[src/rtl/axis_loopback_fifo_array.sv]
// rtl/axis_loopback_fifo_array.sv - array of independent AXI-Stream FWFT FIFOs with fill level (optional AXIS_FIFO_PKT_MODE_EN store-and-forward)
module axis_loopback_fifo_array #(
    parameter int CH_NUM     = 4,
    parameter int DATA_WIDTH = 32,
    parameter int DEPTH      = 16,
    localparam int CNT_W     = $clog2(DEPTH) + 1
) (
    input  logic                         sys_clk,
    input  logic                         perif_rst,
    input  logic [CH_NUM-1:0]            s_axis_tvalid,
    output logic [CH_NUM-1:0]            s_axis_tready,
    input  logic [CH_NUM*DATA_WIDTH-1:0] s_axis_tdata,
    input  logic [CH_NUM*DATA_WIDTH/8-1:0] s_axis_tkeep,
    input  logic [CH_NUM-1:0]            s_axis_tlast,
    output logic [CH_NUM-1:0]            m_axis_tvalid,
    input  logic [CH_NUM-1:0]            m_axis_tready,
    output logic [CH_NUM*DATA_WIDTH-1:0] m_axis_tdata,
    output logic [CH_NUM*DATA_WIDTH/8-1:0] m_axis_tkeep,
    output logic [CH_NUM-1:0]            m_axis_tlast,
    output logic [CH_NUM*CNT_W-1:0]      fifo_cnt
`ifdef AXIS_FIFO_PKT_MODE_EN
    ,
    output logic [CH_NUM-1:0]            pkt_ovf
`endif
);

    localparam int KEEP_W = DATA_WIDTH / 8;
    localparam int ENT_W  = DATA_WIDTH + KEEP_W + 1;
    localparam int PTR_W  = $clog2(DEPTH);
    localparam logic [CNT_W-1:0] CNT_FULL = CNT_W'(DEPTH);
    localparam logic [CNT_W-1:0] CNT_ONE  = CNT_W'(1);
    localparam logic [PTR_W-1:0] PTR_ONE  = PTR_W'(1);

    for (genvar c = 0; c < CH_NUM; c++) begin : g_ch
        logic [ENT_W-1:0] mem [DEPTH];
        logic [PTR_W-1:0] wr_ptr;
        logic [PTR_W-1:0] rd_ptr;
        logic [CNT_W-1:0] cnt;
        logic [CNT_W-1:0] cnt_nxt;
        logic             tready_r;
        logic             wr_en;
        logic             rd_en;
        logic             out_ok;
        logic [ENT_W-1:0] wr_entry;
        logic [ENT_W-1:0] rd_entry;

        assign wr_entry = {s_axis_tlast[c],
                           s_axis_tkeep[c*KEEP_W +: KEEP_W],
                           s_axis_tdata[c*DATA_WIDTH +: DATA_WIDTH]};
        assign rd_entry = mem[rd_ptr];

        assign wr_en = s_axis_tvalid[c] & tready_r;
        assign rd_en = m_axis_tvalid[c] & m_axis_tready[c];

`ifdef AXIS_FIFO_PKT_MODE_EN
        logic [CNT_W-1:0] pkt_cnt;
        logic             escape_r;
        logic             ovf_r;
        logic             escape_now;
        logic             acc_last;
        logic             ret_last;

        assign acc_last   = wr_en & s_axis_tlast[c];
        assign ret_last   = rd_en & rd_entry[ENT_W-1];
        // A full FIFO with no complete packet can never drain on its own; release it.
        assign escape_now = (cnt == CNT_FULL) && (pkt_cnt == '0);
        assign out_ok     = (pkt_cnt != '0) || escape_r || escape_now;
        assign pkt_ovf[c] = ovf_r;

        // Complete-packet count, cut-through escape latch and sticky overflow flag.
        always_ff @(posedge sys_clk) begin
            if (perif_rst) begin
                pkt_cnt  <= '0;
                escape_r <= 1'b0;
                ovf_r    <= 1'b0;
            end else begin
                if (acc_last && !ret_last) begin
                    pkt_cnt <= pkt_cnt + CNT_ONE;
                end else if (ret_last && !acc_last) begin
                    pkt_cnt <= pkt_cnt - CNT_ONE;
                end
                if (ret_last) begin
                    escape_r <= 1'b0;
                end else if (escape_now) begin
                    escape_r <= 1'b1;
                end
                if (escape_now) begin
                    ovf_r <= 1'b1;
                end
            end
        end
`else
        assign out_ok = 1'b1;
`endif

        // Occupancy after this cycle's write and read.
        always_comb begin
            cnt_nxt = cnt;
            if (wr_en && !rd_en) begin
                cnt_nxt = cnt + CNT_ONE;
            end else if (rd_en && !wr_en) begin
                cnt_nxt = cnt - CNT_ONE;
            end
        end

        // Pointers, count and registered ready; ready looks at the post-update count.
        always_ff @(posedge sys_clk) begin
            if (perif_rst) begin
                wr_ptr   <= '0;
                rd_ptr   <= '0;
                cnt      <= '0;
                tready_r <= 1'b0;
            end else begin
                if (wr_en) begin
                    wr_ptr <= wr_ptr + PTR_ONE;
                end
                if (rd_en) begin
                    rd_ptr <= rd_ptr + PTR_ONE;
                end
                cnt      <= cnt_nxt;
                tready_r <= (cnt_nxt != CNT_FULL);
            end
        end

        // Storage write; contents need no reset since the pointers define validity.
        always_ff @(posedge sys_clk) begin
            if (wr_en) begin
                mem[wr_ptr] <= wr_entry;
            end
        end

        assign s_axis_tready[c]                         = tready_r;
        assign m_axis_tvalid[c]                         = (cnt != '0) && out_ok;
        assign m_axis_tdata[c*DATA_WIDTH +: DATA_WIDTH] = rd_entry[DATA_WIDTH-1:0];
        assign m_axis_tkeep[c*KEEP_W +: KEEP_W]         = rd_entry[DATA_WIDTH +: KEEP_W];
        assign m_axis_tlast[c]                          = rd_entry[ENT_W-1];
        assign fifo_cnt[c*CNT_W +: CNT_W]               = cnt;
    end

endmodule

[config.mk]
export PLATFORM = sky130hd
export DESIGN_NAME = axis_loopback_fifo_array
export DESIGN_NICKNAME = d
export VERILOG_FILES = /design/src/rtl/axis_loopback_fifo_array.sv
export SDC_FILE = /design/constraint.sdc
export NUM_CORES = 2
export LEC_CHECK = 0
export CAP_MARGIN = 20
export CORE_MARGIN = 2
export CORE_UTILIZATION = 40
export DETAILED_ROUTE_END_ITERATION = 10
export DONT_BUFFER_PORTS = 1
export SYNTH_ARGS = -nofsm -noshare
export SYNTH_HDL_FRONTEND = slang
export SYNTH_SLANG_ARGS = --single-unit
export TNS_END_PERCENT = 50
[constraint.sdc]
create_clock -name sys_clk -period 4.67 [get_ports sys_clk]
set_clock_uncertainty 0.1 [all_clocks]
set_input_delay 0.934 -clock sys_clk [delete_from_list [all_inputs] [get_ports sys_clk]]
set_output_delay 0.934 -clock sys_clk [all_outputs]
set_load 0.005 [all_outputs]
==> impl_metrics.csv <==
group,metric,value,unit
yosys,yosysUniqueCellTypes,62,
worst_setup_path,crit_top_cell,"mux4_2",
worst_hold_path,min_from,"m_axis_tready[3]",
worst_setup_path,r2r_start,"g_ch[1].tready_r",
worst_setup_path,cp_slowest_cell,"dfxtp_4",
timing,setup_slack,392,ps
timing,setup_viol,0,
yosys,yosysTopAreaCellShare,0.768,
timing,clock.fmax,0.234,GHz
timing,period_share,0.916,
detailed_routing,routed_via_density,5.55,
yosys,synthCells,3747,
yosys,syn-num-nets,3933,
timing,relSlewSlack,0.319,
yosys,yosys_warnings,0,
floorplanning,initial_core_util,0.402,
pwr,pwr-share-clk,0.385,
worst_hold_path,min_path_cells,2,
clock_tree,cts_tree,"done",
detailed_routing,drc_errors,0,
yosys,ys_seq_area_frac,0.784,
worst_setup_path,max_stage_delay,740,ps
worst_setup_path,r2r_end,"g_ch[1].mem[10][29]",
pwr,seqPwrFrac,0.468,
timing,hold_viol_final,0,
yosys,ys.flop_type,"edfxtp_1",
clock_tree,clkLatencyLatePin,900,ps
detailed_routing,ant_nets,0,
pwr,p_leak,32.3,nW
worst_setup_path,cp_data_arrival_time,3240,ps
clock_tree,clk_pin_slew,60,ps
grt,grt_max_degree,70,
clock_tree,cts_sinks,2440,
grt,grt_pass1_vias,43000,
pwr,comb_power_share,0.147,
yosys,syn_avg_cell_area,24.7,µm²
worst_setup_path,path_buf_inv,1,
worst_setup_path,critical_path_required,3640,ps
floorplanning,die_y,485,µm
clock_tree,clk_path_buf_depth,4,
yosys,yosys.area.top_type,"edfxtp_1",
detailed_routing,wl_per_cell,28.8,µm
worst_setup_path,crit_fanout,39,
timing,slew_viol_final,0,
placed_design,dp_slack,1290,ps
job,max_cap_violations,0,
floorplanning,ioPinCount,334,
placed_design,dp_cells,6705,
worst_setup_path,crit_type,"reg2out",
worst_setup_path,cp_cell_sequence,"buf_12 -> mux4_2 -> mux4_2",
pwr,p_sw,0.0125,W
yosys,synth_edf_count,2368,
placed_design,dp.final_hpwl,114000,µm
detailed_routing,highest_layer,"met5",
worst_setup_path,start_kind,"flip-flop",
pwr,power.density,496,nW/µm²
timing,tns,0,ps
yosys,synth_area,92500,µm²
detailed_routing,routed_wl,211000,µm
pwr,ir_drop,0.352,mV
worst_hold_path,holdCritPathClass,"in2reg",
floorplanning,rows,176,
cells_and_area,final_cells,7332,
worst_setup_path,r2r_setup_slack,1500,ps
pwr,total_power,0.0532,W
detailed_routing,first_pass_iters,5,
pwr,p_sw_frac,0.234,
status,status,"finished clean",
clock_tree,postCtsSetupBuffers,0,
pwr,p_int,0.0407,W
timing,rsz0062_at_grt,"no",
clock_tree,numCtsBuffers,277,
yosys,ys_seq_elements,2440,
yosys,netlist_top_cells_area,"edfxtp_1 (77%), mux4_2 (18%), dfxtp_1 (1.6%), ha_1 (0.38%), clkbuf_1 (0.38%)",
timing,tightest_slew,1020,ps
detailed_routing,drt_iter0_markers,3668,
floorplanning,core,230000,µm²
worst_setup_path,cp_top_family,"multiplexers",
cells_and_area,nNetsFinal,4294,
clock_tree,root_buffer,"clkbuf_16",
floorplanning,dieArea,235000,µm²
yosys,async_reset_ff_frac,0,
worst_setup_path,end_kind,"output pin",
grt,grtUsageTotal,0.180,
grt,overflow,0,
floorplanning,die-width,485,µm
detailed_routing,wl_met1,87500,µm
placed_design,port_buffers,0,
detailed_routing,vias,40700,
cells_and_area,area_growth,15.9,%
placed_design,place.gp.congestion,0.732,
cells_and_area,drive_gt1_frac,0.306,
clock_tree,htreeDepth,5,
detailed_routing,dr_wl_met3,14100,µm
grt,grt_pass1_wl,308000,µm
worst_setup_path,r2r_cells,4,
timing,period_needed,4280,ps
grt,antenna_found_initial,16,
detailed_routing,wl_met2,106000,µm
timing,holdWs,103,ps
==> kinds of logic after synthesis <==
family,count (synthesis),synth area share
muxes,744,0.181
xor gates and xnor gates,40,0.00399
AOI/OAI and AO/OA,55,0.00423
adders and majority gates,29,0.00389
and+or+nand+nor,227,0.0126
buffers and inverters,212,0.0105
DFF,2440,0.784
==> Yosys cell counts, drive strengths merged (2+ instances only) <==
cell	instances
nor4	3
clkbuf	93
or4b	4
o31ai	3
ha	28
and2	32
edfxtp	2368
a31oi	9
nand4	8
mux2i	4
nor2	70
nand4b	4
and3	13
a211oi	2
xor2	20
xnor2	20
nand2	47
nor2b	5
and4	3
buf	103
o211ai	3
nor3	12
or3	3
mux4	740
nand3	9
a21oi	18
dfxtp	72
a41oi	3
nor3b	3
o21ai	5
inv	16
nand2b	6
==> final cells by class <==
class                   instances  area, µm²
fillers                     18600     123000
flip-flops and latches       2440      72600
multi-input cells            1095      19300
clock buffers                 348       7340
well taps                    3026       3790
repair buffers                278       3020
clock inverters               115       1120
inverters                      16       60.1
diodes                         14       35.0
==> stage by stage <==
stage / cell area, µm² / util
2_1_floorplan: 92500 / -
3_3_place_gp: 97200 / 0.423
3_5_place_dp: 97200 / 0.423
4_1_cts: 107000 / 0.466
5_1_grt: 107000 / 0.466
6_report: 107000 / 0.466
==> worst reg2reg max path, delay by kind of cell (launching register included) <==
family | cells | cell delay, ps
AND/OR/NAND/NOR | 3 | 1510
flip-flops | 1 | 650
buffers and inverters | 1 | 520
==> power groups by stage <==
stage / Combinational (W) / Sequential [W] / Clock (W)
finish: 0.00781 / 0.0249 / 0.0205
global route: 0.00843 / 0.0250 / 0.0219
CTS: 0.00803 / 0.0250 / 0.0210
detailed placement: 0.00763 / 0.0254 / 0
global placement: 0.00760 / 0.0254 / 0
floorplan: 0.00617 / 0.0250 / 0
==> what timing repair did <==
| item | 4_1_cts | 5_1_grt |
|---|---|---|
| hold buffers | 150 | 0 |
| endpoints found under the hold margin | 2414 | 0 |
| gates resized for setup | 0 | 0 |
==> registers in the layout, summed over array words and instances, names as in the netlist, named ones only <==
signal         cells
g_ch.mem        2368
g_ch.tready_r      4
g_ch.wr_ptr       16
g_ch.cnt          20
g_ch.rd_ptr       16
==> metal layers <==
metal | global-route usage | up-vias
met5 | 0 | -
met4 | 0.0435 | 6
met3 | 0.0394 | 279
met2 | 0.298 | 1274
met1 | 0.244 | 22300
li1 | - | 16900
==> worst max path at each step <==
stage / startpoint / to / slack, ps / cells after the start
after floorplan: s_axis_tvalid[0] / g_ch[0].mem[0][0] / -170 / 5
after global placement: flip-flop / m_axis_tdata[86] / 1310 / 3
after detailed placement: flip-flop / m_axis_tdata[67] / 1290 / 3
after CTS: flip-flop / m_axis_tdata[3] / 230 / 3
after global routing: flip-flop / m_axis_tdata[3] / 160 / 3
final: flip-flop / m_axis_tdata[3] / 390 / 3
==> cell usage in the layout (no fill, tap or decap), types with 6 or more instances in the layout <==
cell	instances
a21oi_1	17
a31oi_1	8
and2_1	6
and2_2	24
and3_2	8
buf_12	43
buf_4	86
bufinv_16	20
clkbuf_1	64
clkbuf_16	283
clkinv_1	46
clkinv_2	35
clkinvlp_4	7
dfxtp_1	56
dfxtp_4	12
diode_2	14
dlygate4sd3_1	148
edfxtp_1	2368
ha_1	28
inv_1	16
mux4_2	740
nand2_1	47
nand2b_1	6
nand3_1	9
nand4_1	8
nor2_1	46
nor2_4	24
nor3_2	7
xnor2_1	19
xor2_1	20
(Power assumes the default switching activity.)
